### config.mk
export PLATFORM = sky130hd
export DESIGN_NAME = bfp_normalization
export DESIGN_NICKNAME = d
export VERILOG_FILES = /design/src/rtl/bfp_normalization.sv
export SDC_FILE = /design/constraint.sdc
export NUM_CORES = 1
export LEC_CHECK = 0
export ABC_AREA = 1
export CORE_MARGIN = 1
export CORE_UTILIZATION = 55
export CTS_CLUSTER_SIZE = 30
export DETAILED_ROUTE_END_ITERATION = 10
export HOLD_SLACK_MARGIN = 0.08
export PLACE_DENSITY = 0.71
export SLEW_MARGIN = 20
export SYNTH_ARGS = -nofsm -noshare
export SYNTH_HDL_FRONTEND = slang
export SYNTH_SLANG_ARGS = --single-unit
### constraint.sdc
create_clock -name clk -period 5 [get_ports clk]
set_clock_uncertainty 0.2 [all_clocks]
set_input_delay 0.75 -clock clk [delete_from_list [all_inputs] [get_ports clk]]
set_output_delay 0.75 -clock clk [all_outputs]
set_load 0.02 [all_outputs]
### src/rtl/bfp_normalization.sv
// Float32 stream to block-floating-point: buffers block_size words, finds the shared exponent, right-aligns each mantissa.
// Optional BFP_ROUND_EN macro selects round-half-up alignment instead of truncation.
module bfp_normalization #(
    parameter int output_sign_fraction_size = 24,
    parameter int output_exponent_size      = 8,
    parameter int block_size                = 8
) (
    input  logic                                 clk,
    input  logic                                 rst,
    input  logic                                 in_valid,
    output logic                                 in_ready,
    input  logic [31:0]                          in_data,
    output logic                                 out_valid,
    input  logic                                 out_ready,
    output logic [output_sign_fraction_size-1:0] out_sign_frac,
    output logic [output_exponent_size-1:0]      out_exp,
    output logic                                 out_last,
    output logic                                 exp_overflow
);

    localparam int            CW      = $clog2(block_size);
    localparam logic [CW-1:0] LAST    = CW'(block_size - 1);
    localparam logic [8:0]    EXP_MAX = 9'((1 << output_exponent_size) - 1);

    typedef enum logic {COLLECT = 1'b0, EMIT = 1'b1} state_t;

    state_t        state_r, next_state_s;
    logic [CW-1:0] count_r;
    logic [CW-1:0] count_inc_s;
    logic [7:0]    max_e_r;
    logic [7:0]    max_next_s;
    logic [7:0]    e_in_s;
    logic          accept_s;
    logic          emit_hs_s;
    logic [31:0]   buffer_r [block_size];

    // Align one buffered float to the shared exponent; sign is kept even when the magnitude flushes.
    function automatic logic [23:0] align(input logic [31:0] w, input logic [7:0] me);
        logic [7:0]  e;
        logic [23:0] m24;
        logic [8:0]  sh;
        logic [22:0] mag;
`ifdef BFP_ROUND_EN
        logic [4:0]  idx;
        logic [23:0] sum;
`endif
        e   = w[30:23];
        m24 = (e == 8'd0) ? 24'd0 : {1'b1, w[22:0]};
        sh  = 9'd1 + {1'b0, me - e};
`ifdef BFP_ROUND_EN
        if (sh > 9'd24) begin
            mag = 23'd0;
        end else begin
            idx = sh[4:0] - 5'd1;
            sum = 24'(m24 >> sh) + {23'd0, m24[idx]};
            mag = sum[23] ? 23'h7FFFFF : sum[22:0];
        end
`else
        if (sh >= 9'd24) begin
            mag = 23'd0;
        end else begin
            mag = 23'(m24 >> sh);
        end
`endif
        return {w[31], mag};
    endfunction

    assign e_in_s      = in_data[30:23];
    assign count_inc_s = count_r + {{(CW-1){1'b0}}, 1'b1};

    // Handshake decode and next-state selection.
    always_comb begin
        accept_s     = in_valid && in_ready;
        emit_hs_s    = out_valid && out_ready;
        max_next_s   = (e_in_s > max_e_r) ? e_in_s : max_e_r;
        next_state_s = state_r;
        case (state_r)
            COLLECT: begin
                if (accept_s && (count_r == LAST)) begin
                    next_state_s = EMIT;
                end else begin
                    next_state_s = COLLECT;
                end
            end
            EMIT: begin
                if (emit_hs_s && (count_r == LAST)) begin
                    next_state_s = COLLECT;
                end else begin
                    next_state_s = EMIT;
                end
            end
            default: next_state_s = COLLECT;
        endcase
    end

    // Element storage; contents are don't-care until written in COLLECT.
    always_ff @(posedge clk) begin
        if ((state_r == COLLECT) && accept_s) begin
            buffer_r[count_r] <= in_data;
        end
    end

    // Control state, running max exponent and registered outputs.
    always_ff @(posedge clk) begin
        if (rst) begin
            state_r       <= COLLECT;
            count_r       <= '0;
            max_e_r       <= 8'd0;
            in_ready      <= 1'b0;
            out_valid     <= 1'b0;
            out_sign_frac <= '0;
            out_exp       <= '0;
            out_last      <= 1'b0;
            exp_overflow  <= 1'b0;
        end else begin
            state_r   <= next_state_s;
            in_ready  <= (next_state_s == COLLECT);
            out_valid <= (next_state_s == EMIT);
            case (state_r)
                COLLECT: begin
                    if (accept_s) begin
                        max_e_r <= max_next_s;
                        if (count_r == LAST) begin
                            count_r       <= '0;
                            exp_overflow  <= ({1'b0, max_next_s} > EXP_MAX);
                            out_exp       <= ({1'b0, max_next_s} > EXP_MAX) ? '1
                                             : max_next_s[output_exponent_size-1:0];
                            // buffer[0] was written on an earlier accept since block_size >= 2.
                            out_sign_frac <= align(buffer_r[0], max_next_s);
                            out_last      <= 1'b0;
                        end else begin
                            count_r <= count_inc_s;
                        end
                    end
                end
                EMIT: begin
                    if (emit_hs_s) begin
                        if (count_r == LAST) begin
                            count_r       <= '0;
                            max_e_r       <= 8'd0;
                            exp_overflow  <= 1'b0;
                            out_exp       <= '0;
                            out_sign_frac <= '0;
                            out_last      <= 1'b0;
                        end else begin
                            count_r       <= count_inc_s;
                            out_sign_frac <= align(buffer_r[count_inc_s], max_e_r);
                            out_last      <= (count_inc_s == LAST);
                        end
                    end
                end
                default: begin
                    count_r <= '0;
                end
            endcase
        end
    end

endmodule

Yosys cells after proc, flatten, opt, wreduce, memory -nomap -nowiden
Memory sizes are Yosys's and may differ from the RTL's.
Cells that the tools add are included.
{"block": "word_totals", "regBits": 47, "ram_bits": 256, "input_bits": 36, "output_inout_bits": 36, "elab_cells": 73, "memories": 1}
{"memory": "buffer_r", "depth": 8, "width": 32, "rd": 2, "rd_clocked_by_memory_dff": 0, "wr": 1, "line_no": "35", "text": "logic [31:0] buffer_r [block_size];"}
{"block": "op_classes", "n_addsub": 5, "order_cmp": 3, "n_eq_ne": 6, "shift": 2, "mux": 35, "bitwise_logic": 2, "reduce_logical": 11}
{"cell": "$mux W24", "n": 6}
{"cell": "$mux W8", "n": 6}
{"cell": "$pmux W24 S2", "n": 1}
{"cell": "$shr A24 B9 Y23", "n": 2}
{"cell": "$mux W23", "n": 2}
{"cell": "$pmux W8 S2", "n": 2}
{"cell": "$add A1 B8 Y9 const A", "n": 2}
{"cell": "$ge A9 B5 Y1 const B", "n": 2}
{"cell": "$logic_not A8 Y1", "n": 2}
{"cell": "$sub A8 B8 Y8", "n": 2}
{"cell": "$mux W1", "n": 11}
{"cell": "$mux W3", "n": 3}
{"cell": "$gt A8 B8 Y1", "n": 1}
{"cell": "$eq A3 B3 Y1 const B", "n": 2}
{"cell": "$ne A2 B1 Y1 const B", "n": 3}
{"cell": "$pmux W1 S2", "n": 3}
{"cell": "$pmux W3 S2", "n": 1}
{"cell": "$reduce_and A3 Y1", "n": 2}
{"cell": "$logic_and A1 B1 Y1", "n": 5}
{"cell": "$reduce_and A4 Y1", "n": 1}
{"cell": "$add A3 B1 Y3 const B", "n": 1}
{"cell": "$ne A2 B2 Y1 const B", "n": 1}
{"cell": "$not A1 Y1", "n": 2}
{"cell": "$reduce_and A2 Y1", "n": 1}

Longest topological paths before layout
{"block": "depth", "ltp_word": 9, "depth_mapped": 36, "mapped_depth_nobuf": 31}

Least setup slack after synthesis
OpenSTA, ideal clock, no wires.
{"block": "synth_timing", "kind": "input -> register", "start": "input port in_data[30]", "end": "register out_sign_frac[1]", "setup_ns": 0.056, "arrival_ns": 4.104, "required_ns": 4.744, "path_slack_ns": 0.640, "stages": 26, "n_path_buf": 2, "cell_sequence": "ha_1 a21o_1 nor2_1 nand2_1 nand2_1 clkbuf_1 nor2_1 a21oi_1 ha_1 a21oi_1 o21ai_1 nand2_1 nand2_1 a21oi_1 xor2_1 clkbuf_1 nand4_1 nand3_1 o21ai_0 nand2_1 nand3_1 nand3_1 nand2_1 nand3_1 nand2_1 inv_1"}
{"block": "synth_via", "elab_chain_len": 9}
{"element": "from (decl)", "line_no": "12", "text": "input logic [31:0] in_data,"}
{"element": "$gt A8 B8 Y1", "line_no": "75", "text": "max_next_s = (e_in_s > max_e_r) ? e_in_s : max_e_r;"}
{"element": "$mux W8 *", "line_no": "75"}
{"element": "$sub A8 B8 Y8 *", "line_no": "49", "text": "sh = 9'd1 + {1'b0, me - e};"}
{"element": "$add A1 B8 Y9 *", "line_no": "49"}
{"element": "$ge A9 B5 Y1 or $shr A24 B9 Y23 (tied branches)", "line_no": "59, 62"}
{"element": "$mux W23 *", "line_no": "59", "text": "if (sh >= 9'd24) begin"}
{"element": "$mux W24 *", "line_no": "123", "text": "if (count_r == LAST) begin"}
{"element": "$mux W24 *", "line_no": "121", "text": "if (accept_s) begin"}
{"element": "$pmux W24 S2 *", "line_no": "119", "text": "case (state_r)"}
{"element": "to (signal assigned)", "line_no": "129", "text": "out_sign_frac <= align(buffer_r[0], max_next_s);"}
{"element": "to (signal assigned)", "line_no": "147", "text": "out_sign_frac <= align(buffer_r[count_inc_s], max_e_r);"}
{"element": "to (decl)", "line_no": "15", "text": "output logic [output_sign_fraction_size-1:0] out_sign_frac,"}
Every way passes the cells marked *; elsewhere a longest branch is shown, timed or not. The select of a mux whose other input is x is not followed.
A chain may end at the register's enable or synchronous reset.

Final worst setup path
{"block": "layout_timing", "start": "input port in_data[28]", "end": "register out_sign_frac[2]"}
Same word-level chain as after synthesis.

==> impl_metrics.toml <==
[cts]
cts_root_buf = "clkbuf_16"
cts-hold-fix-buffers = 0
clk_latency_ps = 590
numCtsBuffers = 30
clk_pin_slew_ps = 60
clock_sinks = 294
htree_num_levels = 1
clockBufferDepth = 3
cts_tree = "done"

[global_route]
grt_max_degree = 85
grt_pass1_vias = 11900
grt_pass1_wl_um = 66700
antenna_found_initial = 0
grt_usage_pct = 30.8
grt_overflow = 0

[critical_path]
ff2ff_setup_slack_ps = 450
end_kind = "register"
required_ps = 5270
path_max_fanout = 15
path_class = "primary input to register"
reg2regPathDepth = 22
start_kind = "primary input"
critPathArrivalTime_ps = 4820
r2r-start = "count_r[1]"
r2r_end = "out_sign_frac[3]"

[yosys]
synth.distinct_cells = 56
syn-cell-area_um2 = 15200
avgSynthCellArea_um2 = 9.03
syn_nets = 1742
synth-edff-count = 248
syn_inst = 1679
synth_ff_type = "edfxtp_1"
yosysWarnings = 0
yosysSeqAreaShare_pct = 55.2
ys_async_sr_fraction_pct = 0
ys_ff_latch = 294

[die]
ios = 72
fp.dieW_um = 168
coreArea_um2 = 27000
die_area_um2 = 28200
rows = 60
start_util_pct = 56.1
dieHeight_um = 168

[timing]
rsz0062_at_grt = "no"
setup_tns_ps = 0
finalMaxSlewViolations = 0
fin_crit_ps = 4560
period_share_pct = 91.1
fin_ws_ps = 444
setup_viol = 0
hold_violations = 0
relSlewSlack_pct = 32.8
clock.fmax_mhz = 219
worst_pin_slew_ps = 1010

[routing]
vias = 12800
drt_first_pass_iters = 6
drc = 0
viasPerCell = 5.95
wl_per_cell_um = 19.8
drtIter0Drc = 1507
routed_wl_um = 42500
drtAntennaViolNets = 0

[finish]
final_cell_mix = "310 x nand2_1, 248 x edfxtp_1, 214 x nor2_1"
final_common_cell = "nand2_1"
layout-drive-gt1-share_pct = 10.8
nNetsFinal = 1850
antenna_cells = 0
stdcell_count = 2151
area_growth_pct = 17.7

[place]
hpwl_um = 28700
dpl.cell_count = 2094
gp_congestion = 0.968
dpl_worst_slack_ps = -187
io_buffers = 69

[power]
ir_worst_vdd_mv = 0.380
power_density_nw_per_um2 = 418
total_leakage_power_uw = 0.00694

[hold_path]
hold_path_end = "out_exp[2]"
hold_path_depth = 2
hp-start = "out_exp[2]"
min-delay-path-class = "register to register"

[flow_run]
cap_violations = 0

[status]
status = "complete, no violations"
## worst max-delay path, stage by stage
cell	delay (ps)
clkdlybuf4s50_1	500
ha_1	350
nand2_1	60
nor2_1	140
nand4_1	160
nand2_2	160
o21ai_0	120
ha_1	240
fa_1	440
o21ai_1	190
nand2_1	70
nand2_1	70
a21oi_2	70
xor2_2	180
buf_12	150
buf_12	140
buf_4	130
nand4_1	100
nand3_1	100
nand2_1	80
nand2_1	50
nand3_1	80
nand3_1	130
nand2_1	150
nand3_1	110
nand2_1	70
inv_1	40
## metrics by stage
| stage | total power [µW] | hold WS (ps) | area, µm² | util [%] |
|---|---|---|---|---|
| 5_1_grt | 7790 | 299 | 17800 | 66.0 |
| 3_3_place_gp | 4950 | 263 | 16700 | 61.7 |
| 3_5_place_dp | 4950 | 264 | 16700 | 61.7 |
| 2_1_floorplan | 4180 | 262 | 15200 | - |
| 6_report | 7450 | 272 | 17800 | 66.0 |
| 4_1_cts | 7380 | 275 | 17800 | 65.7 |
## final cells by class
| class | instances | area (µm²) |
|---|---|---|
| timing repair buffer | 171 | 1520 |
| tap | 341 | 427 |
| multi-input combinational | 1166 | 5940 |
| clock buffer | 33 | 762 |
| inverter | 124 | 470 |
| fill | 2233 | 9190 |
| clock inverter | 22 | 335 |
| sequential | 294 | 8370 |
## where the power goes
group	internal, µW	total (µW)	switching, µW
registers	2690	2710	20.5
logic	780	2290	1510
clock network	1510	2450	936
total	4980	7450	2470
## routing by layer
| metal | vias to the layer above | track usage, % | share of wire, % |
|---|---|---|---|
| li1 | 6090 | - | - |
| met1 | 6023 | 44.8 | 44 |
| met2 | 594 | 47.4 | 44 |
| met3 | 93 | 4.63 | 8.5 |
| met4 | 0 | 10.6 | 3.2 |
| met5 | - | 0 | 0 |
## repair_timing
| action | CTS | global route |
|---|---|---|
| setup buffers | 0 | 1 |
| setup endpoints to repair | 0 | 14 |
| gates resized for setup | 0 | 7 |
## cell usage after synthesis (4+ instances only)
| library cell | instances | area (µm²) |
|---|---|---|
| a32o_1 | 6 | 60.1 |
| edfxtp_1 | 248 | 7450 |
| buf_1 | 10 | 37.5 |
| clkbuf_1 | 46 | 173 |
| nor2_1 | 223 | 837 |
| nand2_1 | 312 | 1170 |
| dfxtp_1 | 46 | 921 |
| o21ai_1 | 33 | 165 |
| buf_4 | 4 | 30.0 |
| o21ai_0 | 136 | 681 |
| nand4_1 | 44 | 275 |
| nand3_1 | 212 | 1060 |
| o221ai_1 | 17 | 149 |
| o21ai_2 | 5 | 43.8 |
| xor2_1 | 4 | 35.0 |
| buf_6 | 8 | 90.1 |
| o22ai_1 | 4 | 25.0 |
| clkinv_1 | 6 | 22.5 |
| inv_1 | 113 | 424 |
| a211oi_1 | 4 | 30.0 |
| buf_2 | 27 | 135 |
| o211ai_1 | 24 | 180 |
| ha_1 | 25 | 313 |
| a21oi_1 | 71 | 355 |
## state kept, by name, indices dropped and copies added (netlist names)
signal,count
buffer_r,248
count_r,3
in_ready,1
max_e_r,8
out_exp,8
out_last,1
out_sign_frac,24
state_r,1
## cell families after synthesis
group                    count (synthesis)  share of synthesized area (%)
adder cells (fa/ha/maj)                 27                           2.33
flip-flops                             294                           55.2
AO/OA/AOI/OAI                          319                           12.4
other                                    1                         0.0247
XOR/XNOR                                 8                          0.636
multiplexers                             1                         0.0743
AND/OR/NAND/NOR                        810                           23.1
buffers and inverters                  219                           6.18
## worst max-delay path by stage
| stage | from | end | slack (ps) | cells after the start |
|---|---|---|---|---|
| global route | in_data[30] | out_sign_frac[1] | 20 | 28 |
| detailed placement | in_data[30] | out_sign_frac[6] | -190 | 27 |
| global placement | in_data[30] | out_sign_frac[6] | -140 | 27 |
| floorplan | in_data[30] | out_sign_frac[1] | 640 | 26 |
| finish | in_data[28] | out_sign_frac[2] | 440 | 27 |
| CTS | in_data[30] | out_sign_frac[6] | 390 | 27 |
(Power assumes the default switching activity.)
